### src/rtl/regfile_sb.sv
// DATA_W x 2**ADDR_W register file, two combinational read ports, one write port, per-register busy scoreboard.
// Define REGFILE_BYPASS_EN to forward a same-cycle committing write onto the read ports.
module regfile_sb #(
  parameter int DATA_W   = 32,
  parameter int ADDR_W   = 5,
  parameter int ZERO_REG = 1
) (
  input  logic              clk,
  input  logic              rst,
  input  logic              we,
  input  logic              ov,
  input  logic [ADDR_W-1:0] waddr,
  input  logic [DATA_W-1:0] wdata,
  input  logic              iss_valid,
  input  logic [ADDR_W-1:0] iss_addr,
  input  logic [ADDR_W-1:0] raddr1,
  input  logic [ADDR_W-1:0] raddr2,
  output logic [DATA_W-1:0] rdata1,
  output logic [DATA_W-1:0] rdata2,
  output logic              busy1,
  output logic              busy2,
  output logic [ADDR_W:0]   busy_cnt
);

  localparam int DEPTH = 1 << ADDR_W;

  logic [DATA_W-1:0] regs_q [DEPTH];
  logic [DATA_W-1:0] regs_d [DEPTH];
  logic [DEPTH-1:0]  busy_q, busy_d;
  logic [ADDR_W:0]   busy_cnt_q, busy_cnt_d;

  logic ov_sup, commit, busy_clr, busy_set;
  logic wz, iz, r1z, r2z;

  always_comb begin
    wz  = (ZERO_REG != 0) && (waddr == '0);
    iz  = (ZERO_REG != 0) && (iss_addr == '0);
    r1z = (ZERO_REG != 0) && (raddr1 == '0);
    r2z = (ZERO_REG != 0) && (raddr2 == '0);
    // Only a clean 1 on ov suppresses; X/Z let the write through.
    ov_sup   = (ov === 1'b1);
    commit   = we && !ov_sup && !wz;
    busy_clr = we && !wz;
    busy_set = iss_valid && !iz;
  end

  always_comb begin
    regs_d = regs_q;
    if (commit) regs_d[waddr] = wdata;
  end

  // Set is applied after clear so a same-cycle issue supersedes the writeback.
  always_comb begin
    busy_d = busy_q;
    if (busy_clr) busy_d[waddr]    = 1'b0;
    if (busy_set) busy_d[iss_addr] = 1'b1;
    busy_cnt_d = '0;
    for (int i = 0; i < DEPTH; i++) begin
      busy_cnt_d = busy_cnt_d + (ADDR_W+1)'(busy_d[i]);
    end
  end

  always_ff @(posedge clk or posedge rst) begin
    if (rst) begin
      for (int i = 0; i < DEPTH; i++) regs_q[i] <= '0;
      busy_q     <= '0;
      busy_cnt_q <= '0;
    end else begin
      regs_q     <= regs_d;
      busy_q     <= busy_d;
      busy_cnt_q <= busy_cnt_d;
    end
  end

  always_comb begin
    rdata1 = r1z ? '0 : regs_q[raddr1];
    rdata2 = r2z ? '0 : regs_q[raddr2];
    busy1  = r1z ? 1'b0 : busy_q[raddr1];
    busy2  = r2z ? 1'b0 : busy_q[raddr2];
`ifdef REGFILE_BYPASS_EN
    if (commit && (waddr == raddr1)) begin
      rdata1 = wdata;
      busy1  = busy_set && (iss_addr == raddr1);
    end
    if (commit && (waddr == raddr2)) begin
      rdata2 = wdata;
      busy2  = busy_set && (iss_addr == raddr2);
    end
`endif
  end

  assign busy_cnt = busy_cnt_q;

endmodule

### config.mk
export PLATFORM = sky130hd
export DESIGN_NAME = regfile_sb
export DESIGN_NICKNAME = d
export VERILOG_FILES = /design/src/rtl/regfile_sb.sv
export SDC_FILE = /design/constraint.sdc
export NUM_CORES = 2
export LEC_CHECK = 0
export ABC_CLOCK_PERIOD_IN_PS = 97400
export BUFFER_PORTS_ARGS = -buffer_cell sky130_fd_sc_hd__buf_2
export CAP_MARGIN = 5
export CORE_ASPECT_RATIO = 1.75
export CORE_MARGIN = 5
export CORE_UTILIZATION = 45
export CTS_BUF_LIST = sky130_fd_sc_hd__clkbuf_16
export CTS_CLUSTER_SIZE = 28
export DETAILED_ROUTE_END_ITERATION = 8
export SYNTH_ARGS = -nofsm -noshare
export SYNTH_HDL_FRONTEND = slang
export SYNTH_SLANG_ARGS = --single-unit
### constraint.sdc
create_clock -name clk -period 97.4 [get_ports clk]
set_input_delay 14.61 -clock clk [delete_from_list [all_inputs] [get_ports clk]]
set_output_delay 14.61 -clock clk [all_outputs]
set_load 0.01 [all_outputs]
==> results.py <==
metrics = {
    "critical_path": {
        "required_ps": 82790,
        "worstPathMaxFanout": 108,
        "startpoint_type": "primary input",
        "path_class": "in -> out",
        "worst_setup_path_end_kind": "output port",
        "cp.arrival_ps": 19520,
    },
    "timing": {
        "fmax_ghz": 0.0293,
        "hold_viol": 0,
        "fin_skew_ps": 11.1,
        "finalHoldWorstSlack_ps": 400,
        "slew_viol_final": 0,
        "fin_setup_tns_ps": 0,
        "setup_violations": 0,
        "rsz0062_at_grt": "false",
        "period_minus_slack_ps": 34130,
        "timing.final.crit_share_pct": 35.0,
        "worstMarginPinSlew_ps": 1180,
        "relSlewSlack_pct": 21.4,
    },
    "power_and_ir_drop": {
        "power_mw": 1.28,
        "internal_power_mw": 0.882,
        "switchingPower_mw": 0.394,
        "power.share.switching_pct": 30.9,
        "ir_drop_uv": 45.9,
        "p_clk_share_pct": 30.7,
        "p_leak_nw": 28.3,
        "powerDensity_mw_per_mm2": 20.5,
        "p_seq_share_pct": 43.1,
        "comb_power_share_pct": 26.3,
    },
    "floorplanning": {
        "die-width_um": 281,
        "row_count": 174,
        "die_h_um": 484,
        "coreArea_mm2": 0.128,
        "dieArea_mm2": 0.136,
        "start_util_pct": 45.1,
        "ios": 129,
    },
    "placement": {
        "dp.final_hpwl_mm": 108,
        "io_buffers": 128,
        "routabilityCongestion": 0.851,
    },
    "synth": {
        "synth_ff_type": "dfrtp_1",
        "synth_cells": 4052,
        "yosysWarnings": 0,
        "ys_seq_area_share_pct": 46.0,
        "synth_enable_flop_cells": 0,
        "synth_seq_cells": 1062,
        "synth.area.mux_share_pct": 40.5,
        "synth.net_count": 4140,
        "ys_types": 57,
        "async_flop_share_pct": 100,
        "synth-simple-area-share_pct": 2.45,
        "syn_area_mm2": 0.0577,
        "synth_compound_area_share_pct": 5.82,
        "synth_top_family_by_area": "multiplexers",
        "synth_fa_ha_area_share_pct": 0.984,
        "synth_xor_area_share_pct": 0.0455,
        "synth_area_per_cell_um2": 14.2,
    },
    "detailed_routing": {
        "vias_per_cell": 6.75,
        "ant_nets": 0,
        "drt_wl_total_mm": 199,
        "wl_per_cell_um": 35.1,
        "drc_errors": 0,
        "drt_pass1_iterations": 5,
        "drt_iter0_drc": 3347,
        "dr_total_vias": 38300,
    },
    "cells_and_area": {
        "fill_cells": 11200,
        "final-seq-area_mm2": 0.0266,
        "area_delta_synth_final_pct": 7.95,
        "nNetsFinal": 3995,
        "layout-drive-gt1-share_pct": 44.8,
        "multi_input_area_mm2": 0.0290,
    },
    "clocking": {
        "cts_setup_buffers": 0,
        "post_cts_resized": 0,
        "ctsHoldBuffers": 0,
        "clock_tree.root_cell": "clkbuf_16",
        "cts.path.max_buffers": 3,
        "cts.sinks": 1062,
        "cts.reportedPaths.clkPinSlew_ps": 60,
        "clk_latency_ps": 730,
        "htreeDepth": 3,
        "cts_tree": "yes",
        "cts_buffers": 103,
    },
    "grt": {
        "grt_overflow": 0,
        "grtUsageTotal_pct": 29.0,
        "grt_pass1_vias": 40100,
        "antenna_found_initial": 20,
        "grt_max_degree": 153,
        "grt_pass1_wl_mm": 289,
    },
    "job": {
        "maxCapViolCount": 0,
    },
    "run_status": {
        "run_status": "finished clean",
    },
    "hold_path": {
        "worstHoldPathType": "reg -> reg",
    },
}
-- Yosys cell counts, drive strengths merged (2+ instances only) --
library cell	count	share of area [%]
nor3	8	0.20
or2	5	0.054
nand2	108	0.70
nor2	20	0.20
and2	4	0.043
a21oi	35	0.30
o21a	10	0.13
or3	5	0.063
a21o	2	0.026
clkbuf	228	1.5
a211oi	66	0.86
a22oi	67	0.87
xnor2	3	0.046
buf	228	2.4
nand3b	7	0.091
fa	24	0.83
and3b	2	0.030
a311oi	33	0.50
mux2	1058	21
o21ai	113	0.98
or3b	3	0.046
nand4	34	0.37
inv	30	0.20
o2111ai	9	0.14
dfrtp	1062	46
o221ai	66	1.0
nor2b	43	0.47
nand3	8	0.078
nand2b	6	0.065
mux4	363	14
ha	7	0.15
mux2i	330	5.7
a221oi	57	0.97
-- per-layer routing --
layer | vias up | global-route usage (%) | wire [um]
li1 | 15300 | - | -
met4 | 22 | 11.4 | 9090
met3 | 461 | 6.11 | 14500
met2 | 1574 | 48.2 | 98500
met1 | 21000 | 37.3 | 77200
met5 | - | 0 | 131
-- through the flow --
stage	cells	util [%]	setup slack (ps)	area [um2]
after floorplan	4052	-	52900	57700
after global placement	5474	46.2	63300	59100
after detailed placement	5474	46.2	63270	59100
after CTS	5666	48.7	63270	62300
after global routing	5667	48.7	62990	62300
final	5675	48.7	63270	62300
-- worst max-delay path, stage by stage --
cell and delay (ps):
buf_8 620, buf_12 780, buf_4 820, buf_4 820, mux4_2 600, mux2_2 280
a221oi_1 430, a211oi_1 130, buf_2 190
-- final cells by class --
cell class	instances	area share (%)
Antenna cell	9	0.0361
Clock buffer	104	4.18
Clock inverter	88	0.930
Inverter	31	0.203
Multi-Input combinational cell	2503	46.5
Sequential cell	1062	42.7
Tap cell	1672	3.36
Timing Repair Buffer	206	2.16
-- state kept, by name, indices dropped and copies added (netlist names) --
register and count:
busy_q 32, busy_cnt 6, regs_q 1024
-- placed cells by master, fill, tap and decap left out, types with 5 or more instances in the layout --
cell          n
o2111ai_1     9
clkinv_1     23
nor2_4       10
a221oi_1     47
nor2b_4       5
o221ai_1     66
clkbuf_16   104
a221oi_2     10
mux2i_1     330
nand2_2       5
nand3_1       7
nand2_1      93
clkinv_2     26
nand3b_1      7
o21a_1       10
nand2_4      10
o21ai_0     112
inv_1        51
a311oi_1     33
buf_2       121
nor3_4        7
a21oi_1      35
bufinv_16     5
nand2b_1      5
nor2b_1      38
a211oi_1     66
mux4_2      363
fa_1         24
dfrtp_1    1062
diode_2       9
buf_4        74
mux2_2     1006
buf_12        5
a22oi_1      67
nor2_1       10
mux2_1       50
nand4_1      34
ha_1          7
-- power groups by stage --
stage | clock [mW] | combinational (mW) | sequential [mW]
after floorplan | 0 | 0.263 | 0.541
after global placement | 0 | 0.331 | 0.553
after detailed placement | 0 | 0.338 | 0.556
after CTS | 0.399 | 0.339 | 0.547
after global routing | 0.415 | 0.375 | 0.555
final | 0.392 | 0.335 | 0.549
-- worst paths after layout --
kind,endpoint,slack [ps],cells after the start,startpoint
worst max-delay path,rdata1[17],63270,9,raddr1[0]
worst min-delay path,regs_q[994],400,0,regs_q[994]
worst max register to register,busy_cnt[4],92340,19,busy_q[21]
worst min register to register,regs_q[994],400,0,regs_q[994]
max in group asynchronous,regs_q[113],79400,6,rst
min in group asynchronous,regs_q[928],14030,2,rst
-- cell families after synthesis --
| kind of cell | after synthesis |
|---|---|
| muxes | 1751 |
| DFF | 1062 |
| buffers and inverters | 487 |
| AOI/OAI and AO/OA | 461 |
| and+or+nand+nor | 257 |
| adders and majority gates | 31 |
| xor gates and xnor gates | 3 |
(Power assumes the default switching activity.)
